`config.mk`:
```
export PLATFORM = sky130hd
export DESIGN_NAME = drone_posicao_colisao
export DESIGN_NICKNAME = d
export VERILOG_FILES = /design/src/rtl/drone_posicao_colisao_pkg.sv /design/src/rtl/drone_posicao_colisao_rom_obstaculos.sv /design/src/rtl/drone_posicao_colisao.sv
export SDC_FILE = /design/constraint.sdc
export NUM_CORES = 1
export LEC_CHECK = 0
export BUFFER_PORTS_ARGS = -buffer_cell sky130_fd_sc_hd__buf_2
export CAP_MARGIN = 20
export CELL_PAD_IN_SITES_DETAIL_PLACEMENT = 1
export CELL_PAD_IN_SITES_GLOBAL_PLACEMENT = 2
export CORE_ASPECT_RATIO = 1.4
export CORE_UTILIZATION = 32
export DETAILED_ROUTE_END_ITERATION = 12
export GPL_ROUTABILITY_DRIVEN = 1
export GPL_TIMING_DRIVEN = 0
export PLACE_DENSITY_LB_ADDON = 0.1
export SETUP_SLACK_MARGIN = 0.05
export SYNTH_ARGS = -nofsm -noshare
export SYNTH_HDL_FRONTEND = slang
export SYNTH_SLANG_ARGS = --single-unit
```
`constraint.sdc`:
```
create_clock -name clock -period 7.3 [get_ports clock]
set_input_delay 0 -clock clock [delete_from_list [all_inputs] [get_ports clock]]
set_output_delay 0 -clock clock [all_outputs]
set_load 0.1 [all_outputs]
```
`src/rtl/drone_posicao_colisao_pkg.sv`:
```
// rtl/drone_posicao_colisao_pkg.sv - shared encodings, constants and obstacle maps 1-3
package drone_posicao_colisao_pkg;

    typedef enum logic [1:0] {
        OCIOSO    = 2'd0,
        VARRE     = 2'd1,
        RESULTADO = 2'd2
    } estado_t;

    localparam logic [1:0] DIR_CIMA  = 2'b00;
    localparam logic [1:0] DIR_BAIXO = 2'b01;
    localparam logic [1:0] DIR_ESQ   = 2'b10;
    localparam logic [1:0] DIR_DIR   = 2'b11;

    localparam logic [3:0] INICIO_X  = 4'd0;
    localparam logic [3:0] INICIO_Y  = 4'd8;
    localparam logic [3:0] GRADE_MAX = 4'd15;

    localparam int             ROM_PROF = 8;
    localparam int             IDX_W    = $clog2(ROM_PROF);
    localparam logic [IDX_W-1:0] IDX_ULT = IDX_W'(ROM_PROF - 1);

    localparam logic [1:0] VIDAS_PADRAO = 2'd3;

    // Entries are {valid, x[3:0], y[3:0]}; listed from idx7 down to idx0.
    localparam logic [ROM_PROF-1:0][8:0] MAPA_1 = {
        9'h000, 9'h000, 9'h000,
        {1'b1, 4'd12, 4'd3},
        {1'b1, 4'd8,  4'd8},
        {1'b1, 4'd6,  4'd9},
        {1'b1, 4'd4,  4'd7},
        {1'b1, 4'd2,  4'd8}
    };

    localparam logic [ROM_PROF-1:0][8:0] MAPA_2 = {
        9'h000, 9'h000,
        {1'b1, 4'd15, 4'd8},
        {1'b1, 4'd0,  4'd15},
        {1'b1, 4'd4,  4'd8},
        {1'b1, 4'd9,  4'd9},
        {1'b1, 4'd15, 4'd0},
        {1'b1, 4'd1,  4'd1}
    };

    localparam logic [ROM_PROF-1:0][8:0] MAPA_3 = {
        {1'b1, 4'd15, 4'd15},
        9'h000, 9'h000, 9'h000, 9'h000, 9'h000, 9'h000, 9'h000
    };

endpackage

```
`src/rtl/drone_posicao_colisao_rom_obstaculos.sv`:
```
// rtl/drone_posicao_colisao_rom_obstaculos.sv - combinational obstacle ROM addressed by {mapa, idx}
import drone_posicao_colisao_pkg::*;

module rom_obstaculos (
    input  logic [4:0] endereco,
    output logic [8:0] dado
);

    // Map 0 is fixed here; maps 1-3 come from the shared package tables.
    always_comb begin
        dado = 9'h000;
        case (endereco[4:3])
            2'd0: begin
                case (endereco[2:0])
                    3'd0:    dado = {1'b1, 4'd3,  4'd8};
                    3'd1:    dado = {1'b1, 4'd5,  4'd4};
                    3'd2:    dado = {1'b1, 4'd7,  4'd8};
                    3'd3:    dado = {1'b1, 4'd10, 4'd2};
                    default: dado = 9'h000;
                endcase
            end
            2'd1:    dado = MAPA_1[endereco[2:0]];
            2'd2:    dado = MAPA_2[endereco[2:0]];
            default: dado = MAPA_3[endereco[2:0]];
        endcase
    end

endmodule

```
`src/rtl/drone_posicao_colisao.sv`:
```
// rtl/drone_posicao_colisao.sv - drone position tracker with ROM-based collision scan
import drone_posicao_colisao_pkg::*;

module drone_posicao_colisao (
    input  logic       clock,
    input  logic       reset,
    input  logic       zeraPosicoes,
    input  logic       resetaVidas,
    input  logic [1:0] vidas_ini,
    input  logic       atualiza,
    input  logic [1:0] direcao,
    input  logic       checa,
    input  logic [1:0] mapa,
    output logic       pronto,
    output logic       colisao,
    output logic       fim_mapa,
    output logic [3:0] pos_x,
    output logic [3:0] pos_y,
    output logic [1:0] vidas,
    output logic [1:0] db_estado
);

    estado_t          estado, estado_prox;
    logic [IDX_W-1:0] idx;
    logic [1:0]       mapa_reg;
    logic [8:0]       entrada;
    logic             acerto;

    rom_obstaculos u_rom (
        .endereco ({mapa_reg, idx}),
        .dado     (entrada)
    );

    assign acerto = entrada[8] && (entrada[7:4] == pos_x) && (entrada[3:0] == pos_y);

    // State register.
    always_ff @(posedge clock) begin
        if (reset) estado <= OCIOSO;
        else       estado <= estado_prox;
    end

    // Next-state logic; zeraPosicoes aborts any scan before pronto can be issued.
    always_comb begin
        estado_prox = estado;
        case (estado)
            OCIOSO:    if (checa) estado_prox = VARRE;
            VARRE:     if (acerto || idx == IDX_ULT) estado_prox = RESULTADO;
            RESULTADO: estado_prox = OCIOSO;
            default:   estado_prox = OCIOSO;
        endcase
        if (zeraPosicoes) estado_prox = OCIOSO;
    end

    // Outputs decoded from the state.
    always_comb begin
        pronto    = (estado == RESULTADO);
        db_estado = estado;
    end

    // Position, lives, scan index and result flags; a life reload overrides a hit decrement.
    always_ff @(posedge clock) begin
        if (reset) begin
            idx      <= '0;
            mapa_reg <= 2'd0;
            pos_x    <= INICIO_X;
            pos_y    <= INICIO_Y;
            vidas    <= VIDAS_PADRAO;
            colisao  <= 1'b0;
            fim_mapa <= 1'b0;
        end else begin
            if (zeraPosicoes) begin
                pos_x    <= INICIO_X;
                pos_y    <= INICIO_Y;
                idx      <= '0;
                colisao  <= 1'b0;
                fim_mapa <= 1'b0;
            end else begin
                case (estado)
                    OCIOSO: begin
                        if (atualiza) begin
                            case (direcao)
                                DIR_CIMA:  if (pos_y != 4'd0)    pos_y <= pos_y - 4'd1;
                                DIR_BAIXO: if (pos_y != GRADE_MAX) pos_y <= pos_y + 4'd1;
                                DIR_ESQ:   if (pos_x != 4'd0)    pos_x <= pos_x - 4'd1;
                                default:   if (pos_x != GRADE_MAX) pos_x <= pos_x + 4'd1;
                            endcase
                        end
                        if (checa) begin
                            mapa_reg <= mapa;
                            idx      <= '0;
                            colisao  <= 1'b0;
                            fim_mapa <= 1'b0;
                        end
                    end
                    VARRE: begin
                        if (acerto) begin
                            if (vidas > 2'd1) begin
                                vidas <= vidas - 2'd1;
                                pos_x <= INICIO_X;
                                pos_y <= INICIO_Y;
                            end else begin
                                vidas   <= 2'd0;
                                colisao <= 1'b1;
                            end
                        end else if (idx == IDX_ULT) begin
                            fim_mapa <= (pos_x == GRADE_MAX);
                        end else begin
                            idx <= idx + 1'b1;
                        end
                    end
                    default: ;
                endcase
            end
            if (resetaVidas) vidas <= (vidas_ini == 2'd0) ? 2'd1 : vidas_ini;
        end
    end

endmodule

```
==> results.ini <==
[global_route]
grt_pass1_wl_um = 11700
grt_max_degree = 13
grt.overflow.total = 0
antenna_found_initial = 0
grt_pass1_vias = 2185
grt_usage = 0.213

[cts]
htree_levels = 2
clock_latency_ps = 290
hold_buffers = 6
clkTransAtPathRegs_ps = 80
cts_tree = yes
cts_root_buffer = clkbuf_8
cts-resized-gates = 0
cts_buffers = 5
cts_setup_buffers = 0
cts_num_sinks = 35
clock_path_buffers = 2

[detailed_routing]
drcViolationCount = 0
drtIter0Drc = 42
drtPass1Iterations = 4
vias = 2180
ant_nets = 0
wl_per_cell_um = 17.9
vias_per_cell = 5.34
wl_um = 7310

[die]
io_pins = 27
die_h_um = 102
start_util = 0.328
dieArea_um2 = 7450
fp.dieW_um = 73.3
rows = 36
core_um2 = 6940

[synth]
syn-num-nets = 298
ys_async_sr_fraction = 0
yosysWarnings = 0
syn_avg_cell_area_um2 = 8.33
netlist_area_um2 = 2270
ys_seq_elements = 35
synth_edf_count = 0
yosysUniqueCellTypes = 62
yosysSeqAreaShare = 0.308
synthCells = 273
synthFlopType = dfxtp_1

[timing]
hold_violations = 0
setup_tns_ps = 0
maxSlewViolCount = 0
rsz0062_at_grt = false
tightest_slew_ps = 693
timing.final.crit_period_ps = 3800
fin_crit_sh = 0.520
max_freq_mhz = 263
slew_headroom = 0.538
final.setup_skew_ps = 4.81
setup-violations-final = 0
finalWorstSetupSlack_ps = 3500

[layout]
drive_gt1_frac = 0.179
antenna_cells = 0
n_fill_cell = 890
syn_to_final_growth_pct = 17.5
final_nets = 337
fin_util = 0.385

[critical_path]
crit_fanout = 10
cp-endpoint = vidas[1]
crit_start = idx[0]
crit_path_end_kind = flip-flop
reg2regPathDepth = 12
regToRegEndpoint = vidas[1]
rrSetupSlack_ps = 3500
critPathKind = reg2reg
start_kind = flip-flop
reg2reg_from = idx[0]
crit_required_ps = 7480
arrival_ps = 3980

[placed_design]
dp.final_hpwl_um = 5700
gp_congestion = 0.792
numPortBuffers = 26
pre_cts_ws_ps = 3620

[pwr]
vdd_ir_drop_max_mv = 0.0828
p_leak_nw = 1.05
p_per_area_nw_per_um2 = 163

[flow_run]
cap_violations = 0

[min_path]
hold_class = in2reg
min-delay-start = vidas_ini[1]

[outcome]
status = complete, no violations

[worst min path at each step]
| stage | endpoint | slack, ps | cells after the start |
|---|---|---|---|
| 2_1_floorplan | mapa_reg[0] | 70 | 1 |
| 6_report | vidas[0] | 70 | 4 |
| 3_5_place_dp | mapa_reg[1] | 250 | 2 |
| 4_1_cts | vidas[0] | 60 | 4 |
| 3_3_place_gp | vidas[1] | 240 | 2 |
| 5_1_grt | vidas[0] | 100 | 4 |
[synthesized netlist by cell type (4+ instances only)]
cell type / instances / share of area
a2111oi_0: 4 / 0.015
a21o_1: 4 / 0.013
a21oi_1: 21 / 0.046
a31oi_1: 4 / 0.011
clkbuf_1: 5 / 0.0083
dfxtp_1: 35 / 0.31
ha_1: 11 / 0.061
inv_1: 11 / 0.018
mux2i_1: 7 / 0.031
nand2_1: 13 / 0.021
nand2b_1: 9 / 0.025
nand3_1: 9 / 0.020
nor2_1: 28 / 0.046
nor2b_1: 6 / 0.017
nor3_1: 13 / 0.029
o21ai_0: 14 / 0.031
or3_1: 4 / 0.011
xnor2_1: 4 / 0.015
[final cells by class]
class                           count  area, µm²  share of cell area
Timing Repair Buffer               32        190              0.0712
Tap cell                           95        119              0.0445
Multi-Input combinational cell    215       1460               0.545
Clock inverter                      3       20.0             0.00749
Clock buffer                        5       68.8              0.0257
Sequential cell                    35        701               0.262
Inverter                           11       41.3              0.0154
Buffer                             12       75.1              0.0281
[report_power, final]
group          internal [mW]  switching, mW  leakage (nW)  total (mW)
clock network         0.0665         0.0808        0.0402       0.147
registers              0.195        0.00579         0.284       0.201
logic                 0.0287         0.0576         0.725      0.0863
[cell families (layout without fill, tap and decap cells)]
group	Yosys count	in the layout	synth area share
simple gates	104	104	0.246
flops	35	35	0.308
compound gates	83	83	0.251
mux	9	9	0.0424
buf+inv	23	63	0.0512
fa+ha+maj	13	13	0.0781
xor+xnor	6	6	0.0231
[per-layer routing]
layer	vias up	wire (µm)	global-route usage
met1	1047	3070	0.238
met4	0	182	0.0799
li1	1085	-	-
met5	-	0	0
met2	37	3870	0.398
met3	11	191	0.0318
[per-stage QoR]
| step | instance area [µm²] | total power, mW | hold slack (ps) | instances |
|---|---|---|---|---|
| CTS | 2670 | 0.439 | 62.8 | 408 |
| global placement | 2520 | 0.289 | 238 | 394 |
| floorplan | 2270 | 0.266 | 69.1 | 273 |
| finish | 2670 | 0.434 | 67.6 | 408 |
| detailed placement | 2520 | 0.290 | 247 | 394 |
| global route | 2670 | 0.456 | 101 | 408 |
[worst max-delay path, cell delays in order, from the launching register on]
cell and delay (ps):
dfxtp_1 380, clkbuf_1 340, inv_1 160, ha_1 230, or2_0 210, a221oi_1 390
a211oi_1 90, a211o_1 320, or3_1 410, nor4_2 340, nor2b_1 170, o31ai_1 70
dlygate4sd3_1 560
[placed cells by master, fill, tap and decap left out, types with 3 or more instances in the layout]
cell           count
dfxtp_1           35
and3_1             3
nor2_1            28
clkbuf_1           5
a31oi_1            4
buf_6              3
buf_2             29
a31o_2             3
inv_1             11
a211oi_1           3
a21o_1             4
a221oi_1           3
or3_1              4
a2111oi_0          4
clkbuf_8           5
a21oi_1           21
nand2b_1           9
o31ai_1            3
mux2i_1            7
nand2_1           13
o22ai_1            3
o21ai_0           14
dlygate4sd3_1      6
ha_1              11
nor3_1            13
nand3_1            9
xnor2_1            4
nor2b_1            6
Power figures use the tool's default switching activity.
